[src/rtl/div_pkg.sv]
// Shared types and sizing helpers for the sequential restoring divider.
package div_pkg;

    typedef enum logic [1:0] {
        INACTIVO = 2'd0,
        CALCULO  = 2'd1,
        FIN      = 2'd2
    } estado_div_t;

    localparam int ANCHO_DEFECTO = 32;

    // The counter must hold the value n itself, hence n+1 codes.
    function automatic int ancho_contador(input int n);
        return $clog2(n + 1);
    endfunction

endpackage

[src/rtl/divisor_secuencial_paso_division.sv]
// One combinational restoring-division step, built on the team subtractor (resta).
// resta: a - b as a + ~b + 1; acarreo = 1 means no borrow (a >= b).
module resta #(
    parameter int ancho = 8
) (
    input  logic [ancho-1:0] a,
    input  logic [ancho-1:0] b,
    output logic [ancho-1:0] dif,
    output logic             acarreo
);

    assign {acarreo, dif} = {1'b0, a} + {1'b0, ~b} + {{ancho{1'b0}}, 1'b1};

endmodule

module paso_division #(
    parameter int n = 32
) (
    input  logic [n:0]   r,
    input  logic         q_msb,
    input  logic [n-1:0] d,
    output logic [n:0]   r_sig,
    output logic         bit_q
);

    logic [n:0] r_desp;
    logic [n:0] prueba;
    logic       acarreo;

    // R[n] is always zero after a restore, so it drops out of the shift.
    logic unused_r_msb;
    assign unused_r_msb = r[n];

    assign r_desp = {r[n-1:0], q_msb};

    resta #(
        .ancho(n + 1)
    ) u_resta (
        .a       (r_desp),
        .b       ({1'b0, d}),
        .dif     (prueba),
        .acarreo (acarreo)
    );

    assign bit_q = acarreo;
    assign r_sig = acarreo ? prueba : r_desp;

endmodule

[src/rtl/divisor_secuencial.sv]
// Multi-cycle restoring divider, one quotient bit per clock, start/done handshake.
// Define DIVISION_CON_SIGNO_EN for two's-complement operands and the overflow flag.
module divisor_secuencial
    import div_pkg::*;
#(
    parameter int n = ANCHO_DEFECTO
) (
    input  logic         clk,
    input  logic         rst,
    input  logic         inicio,
    input  logic [n-1:0] dividendo,
    input  logic [n-1:0] divisor,
    output logic         ocupado,
    output logic         listo,
    output logic [n-1:0] cociente,
    output logic [n-1:0] residuo,
    output logic         div_cero,
    output logic         desbordamiento
);

    localparam int CW = ancho_contador(n);

    estado_div_t    estado;
    estado_div_t    estado_sig;

    logic [n:0]     r_reg;
    logic [n-1:0]   q_reg;
    logic [n-1:0]   d_reg;
    logic [CW-1:0]  contador;

    logic [n:0]     r_sig;
    logic           bit_q;
    logic [n-1:0]   q_fin;
    logic [n-1:0]   r_fin;
    logic [n-1:0]   mag_dividendo;
    logic [n-1:0]   mag_divisor;
    logic           ultimo_paso;

    paso_division #(
        .n(n)
    ) u_paso (
        .r     (r_reg),
        .q_msb (q_reg[n-1]),
        .d     (d_reg),
        .r_sig (r_sig),
        .bit_q (bit_q)
    );

    assign q_fin       = {q_reg[n-2:0], bit_q};
    assign r_fin       = r_sig[n-1:0];
    assign ultimo_paso = (contador == CW'(1));

`ifdef DIVISION_CON_SIGNO_EN
    logic signo_q;
    logic signo_r;
    logic desb_pend;
    logic es_desborde;

    // The core always divides magnitudes; signs are reapplied on the last step.
    assign mag_dividendo = dividendo[n-1] ? -dividendo : dividendo;
    assign mag_divisor   = divisor[n-1]   ? -divisor   : divisor;
    assign es_desborde   = (dividendo == {1'b1, {(n-1){1'b0}}}) && (divisor == '1);
`else
    assign mag_dividendo  = dividendo;
    assign mag_divisor    = divisor;
    assign desbordamiento = 1'b0;
`endif

    always_ff @(posedge clk or posedge rst) begin
        if (rst) begin
            estado <= INACTIVO;
        end else begin
            estado <= estado_sig;
        end
    end

    always_comb begin
        estado_sig = estado;
        case (estado)
            INACTIVO: begin
                if (inicio) begin
                    estado_sig = (divisor == '0) ? FIN : CALCULO;
                end
            end
            CALCULO: begin
                if (ultimo_paso) begin
                    estado_sig = FIN;
                end
            end
            FIN:     estado_sig = INACTIVO;
            default: estado_sig = INACTIVO;
        endcase
    end

    always_comb begin
        ocupado = 1'b0;
        listo   = 1'b0;
        case (estado)
            CALCULO: ocupado = 1'b1;
            FIN:     listo   = 1'b1;
            default: ;
        endcase
    end

    // Results are only written on acceptance of a zero divisor or on the last step,
    // so they stay stable across FIN and the following idle cycles.
    always_ff @(posedge clk or posedge rst) begin
        if (rst) begin
            r_reg          <= '0;
            q_reg          <= '0;
            d_reg          <= '0;
            contador       <= '0;
            cociente       <= '0;
            residuo        <= '0;
            div_cero       <= 1'b0;
`ifdef DIVISION_CON_SIGNO_EN
            signo_q        <= 1'b0;
            signo_r        <= 1'b0;
            desb_pend      <= 1'b0;
            desbordamiento <= 1'b0;
`endif
        end else begin
            case (estado)
                INACTIVO: begin
                    if (inicio) begin
                        div_cero <= 1'b0;
`ifdef DIVISION_CON_SIGNO_EN
                        desbordamiento <= 1'b0;
                        signo_q        <= dividendo[n-1] ^ divisor[n-1];
                        signo_r        <= dividendo[n-1];
                        desb_pend      <= es_desborde;
`endif
                        if (divisor == '0) begin
                            cociente <= '1;
                            residuo  <= dividendo;
                            div_cero <= 1'b1;
                        end else begin
                            r_reg    <= '0;
                            q_reg    <= mag_dividendo;
                            d_reg    <= mag_divisor;
                            contador <= CW'(n);
                        end
                    end
                end
                CALCULO: begin
                    r_reg    <= r_sig;
                    q_reg    <= q_fin;
                    contador <= contador - CW'(1);
                    if (ultimo_paso) begin
`ifdef DIVISION_CON_SIGNO_EN
                        cociente       <= signo_q ? -q_fin : q_fin;
                        residuo        <= signo_r ? -r_fin : r_fin;
                        desbordamiento <= desb_pend;
`else
                        cociente <= q_fin;
                        residuo  <= r_fin;
`endif
                    end
                end
                default: ;
            endcase
        end
    end

endmodule

[config.mk]
export PLATFORM = sky130hd
export DESIGN_NAME = divisor_secuencial
export DESIGN_NICKNAME = d
export VERILOG_FILES = /design/src/rtl/div_pkg.sv /design/src/rtl/divisor_secuencial_paso_division.sv /design/src/rtl/divisor_secuencial.sv
export SDC_FILE = /design/constraint.sdc
export NUM_CORES = 1
export LEC_CHECK = 0
export BUFFER_PORTS_ARGS = -buffer_cell sky130_fd_sc_hd__buf_2
export CAP_MARGIN = 40
export CELL_PAD_IN_SITES_DETAIL_PLACEMENT = 1
export CELL_PAD_IN_SITES_GLOBAL_PLACEMENT = 1
export CORE_AREA = 2 2 234 121
export CTS_CLUSTER_SIZE = 24
export DETAILED_ROUTE_END_ITERATION = 10
export DIE_AREA = 0 0 236 123
export PLACE_DENSITY = 0.64
export SYNTH_ARGS = -nofsm -noshare
export SYNTH_HDL_FRONTEND = slang
export SYNTH_HIERARCHICAL = 1
export SYNTH_SLANG_ARGS = --single-unit
[constraint.sdc]
create_clock -name clk -period 14.7 [get_ports clk]
set_input_delay 1.47 -clock clk [delete_from_list [all_inputs] [get_ports clk]]
set_output_delay 1.47 -clock clk [all_outputs]
set_load 0.02 [all_outputs]
==> results of run 1 <==
-- layout make-up --
class,instances,area [um2],share of cell area [%]
Clock buffer,21,450,4.16
Clock inverter,11,191,1.77
Inverter,49,189,1.75
Multi-Input combinational cell,577,4490,41.5
Sequential cell,169,4230,39.1
Tap cell,360,450,4.16
Timing Repair Buffer,146,823,7.61
-- stage by stage --
step / hold slack [ns] / worst slack, ns / util, %
floorplan: 0.458 / 8.65 / -
global placement: 0.460 / 10.01 / 37.3
detailed placement: 0.476 / 9.96 / 37.6
CTS: 0.491 / 10.46 / 40.0
global route: 0.503 / 10.27 / 40.0
finish: 0.485 / 10.46 / 40.0
-- worst max path at each step --
stage,to,slack [ns],cells after the start
global route,residuo[26],10.27,8
CTS,cociente[28],10.46,8
floorplan,cociente[0],8.65,1
global placement,r_reg[29],10.01,7
finish,cociente[28],10.46,8
detailed placement,cociente[28],9.96,8
-- power breakdown --
group | leakage (nW) | switching, mW | internal, mW
clock network | 0.316 | 0.194 | 0.307
registers | 2.12 | 0.154 | 0.675
logic | 2.97 | 0.799 | 0.622
-- critical path, stage by stage --
cell and delay, ns:
sky130_fd_sc_hd__buf_2 0.11, sky130_fd_sc_hd__nor4_1 0.67, sky130_fd_sc_hd__nand4_1 0.48, sky130_fd_sc_hd__nor3_4 0.31, sky130_fd_sc_hd__buf_4 0.42, sky130_fd_sc_hd__nand2b_2 0.22, sky130_fd_sc_hd__buf_4 0.59, sky130_fd_sc_hd__o22a_1 0.28
-- metal layers --
| metal | routed length, um | GRT usage, % |
|---|---|---|
| met5 | 0 | 0 |
| met4 | 276 | 4.78 |
| met3 | 741 | 4.04 |
| met2 | 12100 | 29.5 |
| met1 | 13300 | 26.8 |
==> parameters.txt, run 1 <==
Parameter                              Value

Outcome
  Run status ... finished, final reports clean

GRT
  Via count of the first global-routing pass ... 7198
  Remaining global-route overflow ... 0
  Number of antenna violations at the first check in global routing ... 0
  Maximum number of pins on one net before global-route repair ... 81
  Global Route Usage Sum ... 18.9%
  Wire length of the first global-routing pass ... 42000 um

Timing
  Number of endpoints failing setup at the final stage ... 0
  Accumulated negative setup slack ... 0 ns
  Final-report max-slew violation count ... 0
  Max-slew headroom at the worst pin ... 49.0%
  Slew at the pin closest to its max-slew limit ... 0.758 ns
  Timing-limited maximum frequency ... 0.236 GHz
  Setup skew after layout ... 0.0131 ns
  Post-layout minimum cycle time ... 4.24 ns
  Ratio of final minimum period to clock period ... 28.8%
  Unrepaired setup endpoints after global routing ... false
  Count of endpoints failing hold in the final timing report ... 0

Placed design
  Post-placement cell count ... 1301
  IO Port Bufs ... 133
  Standard cell area after detailed placement ... 10200 um2
  Final weighted congestion of routability-driven global placement ... 0.795
  Hpwl dp ... 19000 um

Drt
  Number of design rule violations left after detail routing ... 0
  Total routed wirelength ... 26400 um
  Initial DRT Pass Iterations ... 5
  Count of vias placed by the detailed router ... 7077
  Detail-routed via count per cell ... 5.31
  Number of antenna-violating nets in the routed design ... 0
  Count of routing violations after the opening detailed-route iteration ... 403
  Average wire per standard cell ... 19.8 um

Power
  Worst vdd ir ... 0.106 mV
  Total design power ... 2.75 mW
  Power Dens Cells ... 254 nW/um2
  Leakage dissipation ... 5.41 nW

Synth
  Yosys warning count ... 6
  Avg Inst Size Synth ... 10.8 um2
  Count of mapped cells out of synthesis ... 850
  Synth Net Count ... 953
  Post-Syn Area ... 9220 um2

CTS
  Post-cts resize count ... 0
  Quantity of hold-fixing buffers added after cts ... 0
  Number of levels the H-tree was split into ... 4
  Root Buffer Master ... sky130_fd_sc_hd__clkbuf_16
  CTS tree ... built
  Num CTS Buffers ... 17
  Post-CTS clock slew at the launch and capture registers of the worst setup and hold paths ... 0.06 ns
  Count of clock tree sinks ... 169
  Clock latency on the worst-skew pair ... 0.45 ns
  Post CTS Setup Buffer Count ... 0
  Maximum root-to-sink buffer count ... 2

Critical path
  Worst R2R Path Depth ... 12
  Start point of the critical path ... divisor[25]
  WP data arrival ... 4.62 ns
  Slack of the worst reg-to-reg path ... 10.78 ns
  Peak fanout along the critical path ... 63
  Critical path capture point type ... register
  R2R Path End ... r_reg[0]
  Classification of the worst setup path ... primary input to register
  Required time at the endpoint of the critical path ... 15.08 ns
  RR Startpoint ... r_reg[5]
  Startpoint class of the critical path ... primary input

Cells and area
  Antenna Diode Count ... 0
  Most common cell after layout, fill and taps aside ... sky130_fd_sc_hd__dfrtp_1
  Ratio of cells with drive above 1 in the final layout ... 25.8%
  Area overhead of the layout relative to synthesis ... 17.4%
  Most frequent cells in the layout ... sky130_fd_sc_hd__dfrtp_1, sky130_fd_sc_hd__buf_2, sky130_fd_sc_hd__nand2_1, sky130_fd_sc_hd__a22o_1
  Post-Layout Cell Count ... 1333
  Number of nets in the layout ... 1063
  Area of all placed cells without fillers ... 10800 um2
  Filler instances ... 3003

Floorplan
  Area of the die ... 29000 um2
  Standard cell core area ... 27100 um2
  Number of primary I/O pins ... 135
  Standard-cell row count ... 43
  Width of the chip ... 236 um
  Die Height ... 123 um
  Starting density of the core ... 34.1%

Worst hold path
  Worst Hold Endpoint ... cociente[23]
  Path type of the worst min-delay path ... register to register
  Hold path startpoint ... cociente[23]
  Cells on Worst Hold Path ... 1

Job
  Maxcap violations ... 0
No activity file was read; power rests on OpenSTA's default activity.
==> run 2, diff against run 1 <==
--- a/config.mk
+++ b/config.mk
@@ -13,7 +13,7 @@
 export CTS_CLUSTER_SIZE = 24
 export DETAILED_ROUTE_END_ITERATION = 10
 export DIE_AREA = 0 0 236 123
-export PLACE_DENSITY = 0.64
+export PLACE_DENSITY = 0.66
 export SYNTH_ARGS = -nofsm -noshare
 export SYNTH_HDL_FRONTEND = slang
 export SYNTH_HIERARCHICAL = 1
==> constraint.sdc (replaced) <==
create_clock -name clk -period 3.7 [get_ports clk]
set_input_delay 0.37 -clock clk [delete_from_list [all_inputs] [get_ports clk]]
set_output_delay 0.37 -clock clk [all_outputs]
set_load 0.02 [all_outputs]
==> parameters.txt, run 2 (synthesis results as in run 1) <==
Parameter                              Value

Cells and area
  Filler instances ... 3030 (+0.90%)
  Most common cell after layout, fill and taps aside ... sky130_fd_sc_hd__dfrtp_1
  Ratio of cells with drive above 1 in the final layout ... 26.1% (+0.25 points)
  Number of nets in the layout ... 1066 (+0.28%)
  Antenna Diode Count ... 0 (unchanged)
  Most frequent cells in the layout ... sky130_fd_sc_hd__dfrtp_1, sky130_fd_sc_hd__buf_2, sky130_fd_sc_hd__nand2_1, sky130_fd_sc_hd__a22o_1
  Area overhead of the layout relative to synthesis ... 17.0%
  Post-Layout Cell Count ... 1335 (+0.15%)

CTS
  Post CTS Setup Buffer Count ... 0 (unchanged)
  Count of clock tree sinks ... 169 (unchanged)
  Post-cts resize count ... 0 (unchanged)
  Maximum root-to-sink buffer count ... 2 (unchanged)
  Post-CTS clock slew at the launch and capture registers of the worst setup and hold paths ... 0.07 ns (about the same)
  Clock latency on the worst-skew pair ... 0.45 ns (about the same)
  Num CTS Buffers ... 17 (unchanged)
  Number of levels the H-tree was split into ... 4 (unchanged)
  Root Buffer Master ... sky130_fd_sc_hd__clkbuf_16
  CTS tree ... built
  Quantity of hold-fixing buffers added after cts ... 0 (unchanged)

Timing
  Unrepaired setup endpoints after global routing ... false
  Setup skew after layout ... 0.0104 ns (-0.00269 ns)
  Max-slew headroom at the worst pin ... 46.4% (-2.6 points)
  Ratio of final minimum period to clock period ... 91.8%
  Post-layout minimum cycle time ... 3.39 ns
  Timing-limited maximum frequency ... 0.295 GHz
  Number of endpoints failing setup at the final stage ... 0 (unchanged)
  Post-layout worst setup margin ... 0.305 ns (-10.16 ns)
  Slew at the pin closest to its max-slew limit ... 0.797 ns (+0.0389 ns)
  Final-report max-slew violation count ... 0 (unchanged)
  Accumulated negative setup slack ... 0 ns (unchanged)
  Count of endpoints failing hold in the final timing report ... 0 (unchanged)

Drt
  Count of vias placed by the detailed router ... 7173 (+1.4%)
  Initial DRT Pass Iterations ... 5 (unchanged)
  Count of routing violations after the opening detailed-route iteration ... 398 (-1.2%)
  Detail-routed via count per cell ... 5.37 (+1.2%)
  Total routed wirelength ... 27000 um (+2.2%)
  Number of antenna-violating nets in the routed design ... 0 (unchanged)
  Average wire per standard cell ... 20.2 um (+2.1%)
  Number of design rule violations left after detail routing ... 0 (unchanged)

Floorplan
  Standard-cell row count ... 43 (unchanged)
  Number of primary I/O pins ... 135 (unchanged)
  Standard cell core area ... 27100 um2 (unchanged)
  Die Height ... 123 um (unchanged)
  Starting density of the core ... 34.1% (unchanged)
  Width of the chip ... 236 um (unchanged)
  Area of the die ... 29000 um2 (unchanged)

Outcome
  Run status ... finished, final reports clean

GRT
  Maximum number of pins on one net before global-route repair ... 101 (+25%)
  Global Route Usage Sum ... 19.3% (+0.37 points)
  Via count of the first global-routing pass ... 7305 (+1.5%)
  Remaining global-route overflow ... 0 (unchanged)
  Wire length of the first global-routing pass ... 42900 um (+2.1%)
  Number of antenna violations at the first check in global routing ... 0 (unchanged)

Power
  Power Dens Cells ... 1000 nW/um2 (+290%)
  Worst vdd ir ... 0.423 mV (+300%)
  Leakage dissipation ... 5.37 nW (-0.77%)

Placed design
  IO Port Bufs ... 133 (unchanged)
  Hpwl dp ... 19700 um (+3.8%)
  Post-placement cell count ... 1304 (+0.23%)
  Final weighted congestion of routability-driven global placement ... 0.819 (+3.0%)
  Setup slack at placement ... 0.346 ns (-9.62 ns)

Critical path
  Startpoint class of the critical path ... register
  Slowest cell on crit path ... sky130_fd_sc_hd__dfrtp_1
  Critical path capture point type ... register
  Delay of the slowest cell on the worst path ... 0.42 ns (-0.25 ns)
  WP data arrival ... 3.73 ns (-0.89 ns)
  Peak fanout along the critical path ... 24 (-62%)
  Required time at the endpoint of the critical path ... 4.04 ns (-11.04 ns)
  Crit path cell chain ... ha_1, a211oi_1, nand3_1, a211o_4, nand4_4, a31o_4, o21ai_4, o31a_2, buf_12, mux2_4, a22o_1
  Classification of the worst setup path ... register to register

Job
  Maxcap violations ... 0 (unchanged)

Worst hold path
  Path type of the worst min-delay path ... primary input to asynchronous set/reset pin
[run 2: power breakdown]
part / leakage (nW) / internal, mW / switching (mW)
Sequential: 2.12 / 2.68 / 0.613
Combinational: 2.99 / 2.50 / 3.21
Clock: 0.264 / 1.01 / 0.799
Total: 5.37 / 6.19 / 4.62
[run 2: worst paths after layout]
path	startpoint	depth (start not counted)	slack (ns)	endpoint
worst max-delay path	r_reg[5]	11	0.31	r_reg[2]
worst min-delay path	rst	3	0.06	residuo[24]
worst max register to register	r_reg[5]	11	0.31	r_reg[2]
worst min register to register	cociente[18]	1	0.49	cociente[18]
max in group asynchronous	rst	3	3.12	cociente[8]
min in group clk	divisor[4]	2	0.15	d_reg[4]
[run 2: cell type report]
cell class	instances	area (um2)	area share, %
Multi-Input combinational cell	577	4490	41.6
Sequential cell	169	4230	39.2
Timing Repair Buffer	149	861	7.98
Tap cell	360	450	4.17
Clock buffer	20	447	4.14
Inverter	49	188	1.74
Clock inverter	11	125	1.16
[run 2: metrics by stage]
stage	util (%)	total power [mW]	area (um2)	hold slack (ns)
2_1_floorplan	-	7.50	9220	0.458
5_1_grt	39.9	11.6	10800	0.0817
4_1_cts	39.9	10.9	10800	0.0700
6_report	39.9	10.8	10800	0.0621
3_3_place_gp	37.7	8.88	10200	0.471
3_5_place_dp	37.8	9.06	10200	0.476
[run 2: layer usage]
layer / part of all wire (%) / up-vias / GRT usage [%]
li1: - / 3325 / -
met1: 51 / 3718 / 27.5
met2: 45 / 105 / 29.9
met3: 3.1 / 25 / 4.20
met4: 1.2 / 0 / 4.70
met5: 0 / - / 0
[run 2: critical path, delay by kind of cell (launching register included)]
family          cells  cell delay, ns
flops               1            0.42
fa+ha+maj           1            0.37
buf+inv             1            0.19
compound gates      6            1.64
simple gates        2            0.31
mux                 1            0.33
